File: config.mk
export PLATFORM = sky130hd
export DESIGN_NAME = bp_lce_req_stream
export DESIGN_NICKNAME = d
export VERILOG_FILES = /design/src/rtl/bp_lce_req_stream_pkg.sv /design/src/rtl/bp_lce_req_stream_counter.sv /design/src/rtl/bp_lce_req_stream.sv
export SDC_FILE = /design/constraint.sdc
export NUM_CORES = 1
export LEC_CHECK = 0
export CAP_MARGIN = 5
export CORE_AREA = 2 2 271 273
export DETAILED_ROUTE_END_ITERATION = 6
export DIE_AREA = 0 0 273 275
export SYNTH_ARGS = -nofsm -noshare
export SYNTH_HDL_FRONTEND = slang
export SYNTH_SLANG_ARGS = --single-unit
File: constraint.sdc
create_clock -name clk_i -period 17.4 [get_ports clk_i]
set_input_delay 3.48 -clock clk_i [delete_from_list [all_inputs] [get_ports clk_i]]
set_output_delay 3.48 -clock clk_i [all_outputs]
set_load 0.05 [all_outputs]
File: src/rtl/bp_lce_req_stream_pkg.sv
// BedRock LCE request message types and beat arithmetic
// shared by the LCE request streamer.
package bp_lce_req_stream_pkg;

  localparam int paddr_width_p     = 40;
  localparam int cce_block_width_p = 512;
  localparam int lce_id_width_p    = 2;
  localparam int cce_id_width_p    = 2;
  localparam int lce_assoc_p       = 8;
  localparam int lg_lce_assoc_lp   = $clog2(lce_assoc_p);

  typedef enum logic [3:0] {
    e_bedrock_req_rd    = 4'd0,
    e_bedrock_req_wr    = 4'd1,
    e_bedrock_req_uc_rd = 4'd2,
    e_bedrock_req_uc_wr = 4'd3
  } bp_bedrock_req_type_e;

  typedef enum logic [2:0] {
    e_bedrock_msg_size_1   = 3'd0,
    e_bedrock_msg_size_2   = 3'd1,
    e_bedrock_msg_size_4   = 3'd2,
    e_bedrock_msg_size_8   = 3'd3,
    e_bedrock_msg_size_16  = 3'd4,
    e_bedrock_msg_size_32  = 3'd5,
    e_bedrock_msg_size_64  = 3'd6,
    e_bedrock_msg_size_128 = 3'd7
  } bp_bedrock_msg_size_e;

  typedef struct packed {
    bp_bedrock_req_type_e req;
  } bp_bedrock_msg_type_s;

  typedef struct packed {
    logic [lg_lce_assoc_lp-1:0] lru_way_id;
    logic [cce_id_width_p-1:0]  dst_id;
    logic [lce_id_width_p-1:0]  src_id;
  } bp_bedrock_lce_req_payload_s;

  typedef struct packed {
    bp_bedrock_lce_req_payload_s payload;
    bp_bedrock_msg_size_e        size;
    logic [paddr_width_p-1:0]    addr;
    bp_bedrock_msg_type_s        msg_type;
  } bp_bedrock_lce_req_header_s;

  localparam int lce_req_msg_header_width_lp =
    $bits(bp_bedrock_lce_req_header_s);

  typedef enum logic [1:0] {
    e_reset,
    e_ready,
    e_send_header,
    e_send_data
  } bp_lce_req_stream_state_e;

  // Sub-beat sizes still occupy one beat; oversize clamps to the buffer.
  function automatic int beats_minus_one(
    input logic [2:0] size,
    input int         beat_width,
    input int         beats
  );
    int n;
    n = (8 << size) / beat_width;
    if (n < 1) n = 1;
    if (n > beats) n = beats;
    return n - 1;
  endfunction

endpackage

File: src/rtl/bp_lce_req_stream_counter.sv
// Beat counter: synchronous clear and increment,
// clear taking priority.
module bp_lce_req_stream_counter
  import bp_lce_req_stream_pkg::*;
#(
  parameter int width_p = 3
) (
  input  logic               clk_i,
  input  logic               reset_i,
  input  logic               clear_i,
  input  logic               up_i,
  output logic [width_p-1:0] count_o
);

  always_ff @(posedge clk_i) begin
    if (reset_i)
      count_o <= '0;
    else if (clear_i)
      count_o <= '0;
    else if (up_i)
      count_o <= count_o + width_p'(1);
  end

endmodule

File: src/rtl/bp_lce_req_stream.sv
// Buffers one LCE request and streams it as a header
// followed by zero or more data beats.
module bp_lce_req_stream
  import bp_lce_req_stream_pkg::*;
#(
  parameter int data_width_p = cce_block_width_p,
  parameter int beat_width_p = 64,
  localparam int beats_lp    = data_width_p / beat_width_p,
  localparam int lg_beats_lp =
    (beats_lp > 1) ? $clog2(beats_lp) : 1,
  localparam int msg_width_lp =
    lce_req_msg_header_width_lp + data_width_p
) (
  input  logic                          clk_i,
  input  logic                          reset_i,
  input  logic [msg_width_lp-1:0]       lce_req_i,
  input  logic                          lce_req_v_i,
  output logic                          lce_req_ready_o,
  output bp_bedrock_lce_req_header_s    lce_req_header_o,
  output logic                          lce_req_has_data_o,
  output logic                          lce_req_header_v_o,
  input  logic                          lce_req_header_ready_i,
  output logic [beat_width_p-1:0]       lce_req_data_o,
  output logic                          lce_req_data_v_o,
  output logic                          lce_req_data_last_o,
  input  logic                          lce_req_data_ready_i
);

  bp_lce_req_stream_state_e state_r, state_n;

  bp_bedrock_lce_req_header_s             header_r;
  logic [beats_lp-1:0][beat_width_p-1:0]  data_r;
  logic [lg_beats_lp-1:0]                 count_r;
  logic [lg_beats_lp-1:0]                 last_beat;
  logic accept, beat_done, has_data, is_last;

  assign accept    = lce_req_v_i & lce_req_ready_o;
  assign beat_done = lce_req_data_v_o & lce_req_data_ready_i;

  always_ff @(posedge clk_i) begin
    if (accept)
      {data_r, header_r} <= lce_req_i;
  end

  assign has_data =
    (header_r.msg_type.req == e_bedrock_req_uc_wr);
  assign last_beat = lg_beats_lp'(
    beats_minus_one(header_r.size, beat_width_p, beats_lp));
  assign is_last = (count_r == last_beat);

  bp_lce_req_stream_counter #(
    .width_p (lg_beats_lp)
  ) u_count (
    .clk_i   (clk_i),
    .reset_i (reset_i),
    .clear_i (accept),
    .up_i    (beat_done),
    .count_o (count_r)
  );

  always_ff @(posedge clk_i) begin
    if (reset_i)
      state_r <= e_reset;
    else
      state_r <= state_n;
  end

  always_comb begin
    state_n            = state_r;
    lce_req_ready_o    = 1'b0;
    lce_req_header_v_o = 1'b0;
    lce_req_data_v_o   = 1'b0;
    unique case (state_r)
      e_reset: state_n = e_ready;
      e_ready: begin
        lce_req_ready_o = 1'b1;
        if (lce_req_v_i)
          state_n = e_send_header;
      end
      e_send_header: begin
        lce_req_header_v_o = 1'b1;
        if (lce_req_header_ready_i)
          state_n = has_data ? e_send_data : e_ready;
      end
      e_send_data: begin
        lce_req_data_v_o = 1'b1;
        if (lce_req_data_ready_i && is_last)
          state_n = e_ready;
      end
      default: state_n = e_reset;
    endcase
  end

  assign lce_req_header_o    = header_r;
  assign lce_req_has_data_o  = has_data;
  assign lce_req_data_o      = data_r[count_r];
  assign lce_req_data_last_o = lce_req_data_v_o & is_last;

endmodule

==> results.tsv <==
metric	value	unit
layout_common_cells	clkdlybuf4s50_1 (693), edfxtp_1 (566), mux4_2 (128)	
cpMostUsedCell	buf_4	
hold_class	reg -> reg	
synthMuxAreaShare	0.1707	
r2r-start	state_r[1]	
rsz0062_at_grt	false	
synth-adder-area-share	0.003535	
p_per_area	113.6	nW/µm²
hold_viol_final	0	
synth_nets	1418	
die_area	75080	µm²
crit_chain	buf_4, buf_4, mux4_2, mux2_2, clkdlybuf4s50_1	
timing.fmax	127.0	MHz
cts-resized-gates	0	
nNetsFinal	2153	
fin_crit_sh	0.4527	
layout-drive-gt1-share	0.1840	
max-clock-path-buffers	3	
cp-startpoint	u_count.count_o[0]	
comb_power_share	0.130	
ys_types	24	
synth-xor-area-share	0.002474	
synth_top_area_frac	0.8002	
yosysSeqAreaShare	0.8049	
cts.htree.levels	3	
syn_avg_cell_area	25.25	µm²
syn_inst	841	
required	13.92	ns
grt_first_pass_wirelength	82570	µm
grt_antenna_before_repair	27	
dp_hpwl	41940	µm
worst-endpoint-arrival	4.40	ns
vias_per_cell	4.423	
period_needed	7.876	ns
drt-initial-drc-count	730	
ctsRootBufferMaster	clkbuf_16	
slowest_stage	buf_4	
power_leakage	10.05	nW
timing.setup.tns	0	ns
slew_viol_final	0	
grt_max_degree	182	
io_buffers	693	
wl_per_cell	22.65	µm
p_seq_frac	0.487	
worstSetupPathType	reg -> out	
synth_compound_area_frac	0.001649	
dr.pass1.iters	6	
crit_path_end	lce_req_data_o[54]	
nFillCells	6335	
fin_util	0.4340	
fp-row-count	99	
syn_to_final_growth	47.84	%
skew	0.01868	ns
coreArea	72340	µm²
synth_area	21240	µm²
ant_nets	0	
cp_slowest_stage_delay	0.84	ns
outcome	complete, no violations	
cts_post_setup_buffers_inserted	0	
path_clk_slew	0.06	ns
worst_pin_slew	1.151	ns
maxCapViolations	0	
synth.largest_area_cell	edfxtp_1	
synth_top_family_by_area	multiplexers	
ir_worst_vdd	0.00008035	V
start_util	0.2936	
cts.sinks	571	
wl	58830	µm
die_h	275	µm
setup_viol	0	
ys_top_cells_by_area	edfxtp_1 (80%), mux4_2 (14%), mux2_2 (3.5%), buf_6 (0.64%), dfxtp_1 (0.47%)	
vias	11490	
drcViolationCount	0	
synthSimpleGateAreaFrac	0.004183	
slew_headroom	0.2330	
cts_buffers	67	
tritoncts	done	
switching_power	842.0	µW
crit_path_max_fanout	51	
die_w	273	µm
synth-seq-cells	571	
grt_pass1_vias	12510	
p_int	2.726	mW
grt-ovfl-total	0	
clk_latency	0.58	ns
yosys_warnings	0	
end_kind	output pin	
p_clk_frac	0.383	
layout_commonest_cell	clkdlybuf4s50_1	
pin_count	694	
grt_util_all_layers	0.1519	
hold_buffers	0	
start_kind	register	
r2r_cells	5	
p_sw_frac	0.2360	
globalplace.congestion	0.8010	
worst_r2r_endpoint	data_r[134]	
rrSetupSlack	13.80	ns
==> critical path: cells and delay by family, from the launching register on <==
kind,cells,cell delay (ns)
multiplexers,2,0.95
flip-flops,1,0.33
buffers and inverters,3,2.37
==> final cells by class <==
class | instances | area, µm² | area share
well taps | 959 | 1200 | 0.03821
clock inverters | 36 | 369.1 | 0.01176
repair buffers | 703 | 7037 | 0.2241
inverters | 5 | 18.77 | 0.0005977
clock buffers | 82 | 1754 | 0.05587
flip-flops and latches | 571 | 17110 | 0.5449
multi-input cells | 228 | 3880 | 0.1236
diodes | 13 | 32.53 | 0.001036
==> cell families (layout without fill, tap and decap cells) <==
group,after synthesis,in the layout
DFF,571,571
muxes,194,194
buffers and inverters,42,826
and+or+nand+nor,17,17
adders and majority gates,6,6
xor gates and xnor gates,6,6
AOI/OAI and AO/OA,5,5
other,0,13
==> registers in the layout (all words and copies together), names as in the netlist <==
name              count
u_count.count_o       3
lce_req_header_o     54
state_r               2
data_r              512
==> worst min path at each step <==
stage	from	endpoint	slack [ns]	cells past startpoint
final	u_count.count_o[1]	u_count.count_o[1]	0.61	2
after global placement	u_count.count_o[1]	u_count.count_o[1]	0.60	2
after global routing	u_count.count_o[1]	u_count.count_o[1]	0.65	2
after floorplan	u_count.count_o[0]	u_count.count_o[1]	0.62	3
after CTS	u_count.count_o[1]	u_count.count_o[1]	0.62	2
after detailed placement	u_count.count_o[1]	u_count.count_o[1]	0.61	2
==> power by group through the flow <==
| stage | Sequential (mW) | Clock (mW) | Combinational (mW) |
|---|---|---|---|
| 2_1_floorplan | 1.84 | 0 | 0.196 |
| 3_3_place_gp | 1.77 | 0 | 0.460 |
| 3_5_place_dp | 1.77 | 0 | 0.468 |
| 4_1_cts | 1.74 | 1.41 | 0.470 |
| 5_1_grt | 1.75 | 1.46 | 0.490 |
| 6_report | 1.74 | 1.37 | 0.463 |
==> metrics by stage <==
step / instance area, µm² / setup WS (ns) / hold WS [ns] / total power, mW / instances
CTS: 31370 / 9.336 / 0.6196 / 3.621 / 2584
floorplan: 21240 / 6.212 / 0.6197 / 2.039 / 841
detailed placement: 29240 / 9.994 / 0.6123 / 2.238 / 2466
global route: 31380 / 9.144 / 0.6546 / 3.698 / 2588
finish: 31400 / 9.524 / 0.6086 / 3.568 / 2597
global placement: 29240 / 10.04 / 0.5979 / 2.226 / 2466
==> synth_stat cells <==
cell type    n
edfxtp_1   566
mux4_2     128
mux2_2      66
buf_2       14
buf_6       12
clkbuf_1     7
ha_1         6
dfxtp_1      5
inv_1        5
nor2_1       5
buf_1        4
xor2_1       4
nand2_1      3
a21oi_1      2
nand3_1      2
nor3_1       2
o221ai_1     2
xnor2_1      2
and2_1       1
nand3b_1     1
nor4bb_1     1
o31ai_1      1
or2_2        1
or3b_2       1
==> per-layer routing <==
layer	wire length [µm]	up-vias	track usage
li1	-	5087	-
met4	1929	32	0.06212
met1	20420	5723	0.1616
met2	30150	511	0.2637
met3	6126	133	0.06686
met5	201	-	0
Power figures use the tool's default switching activity.
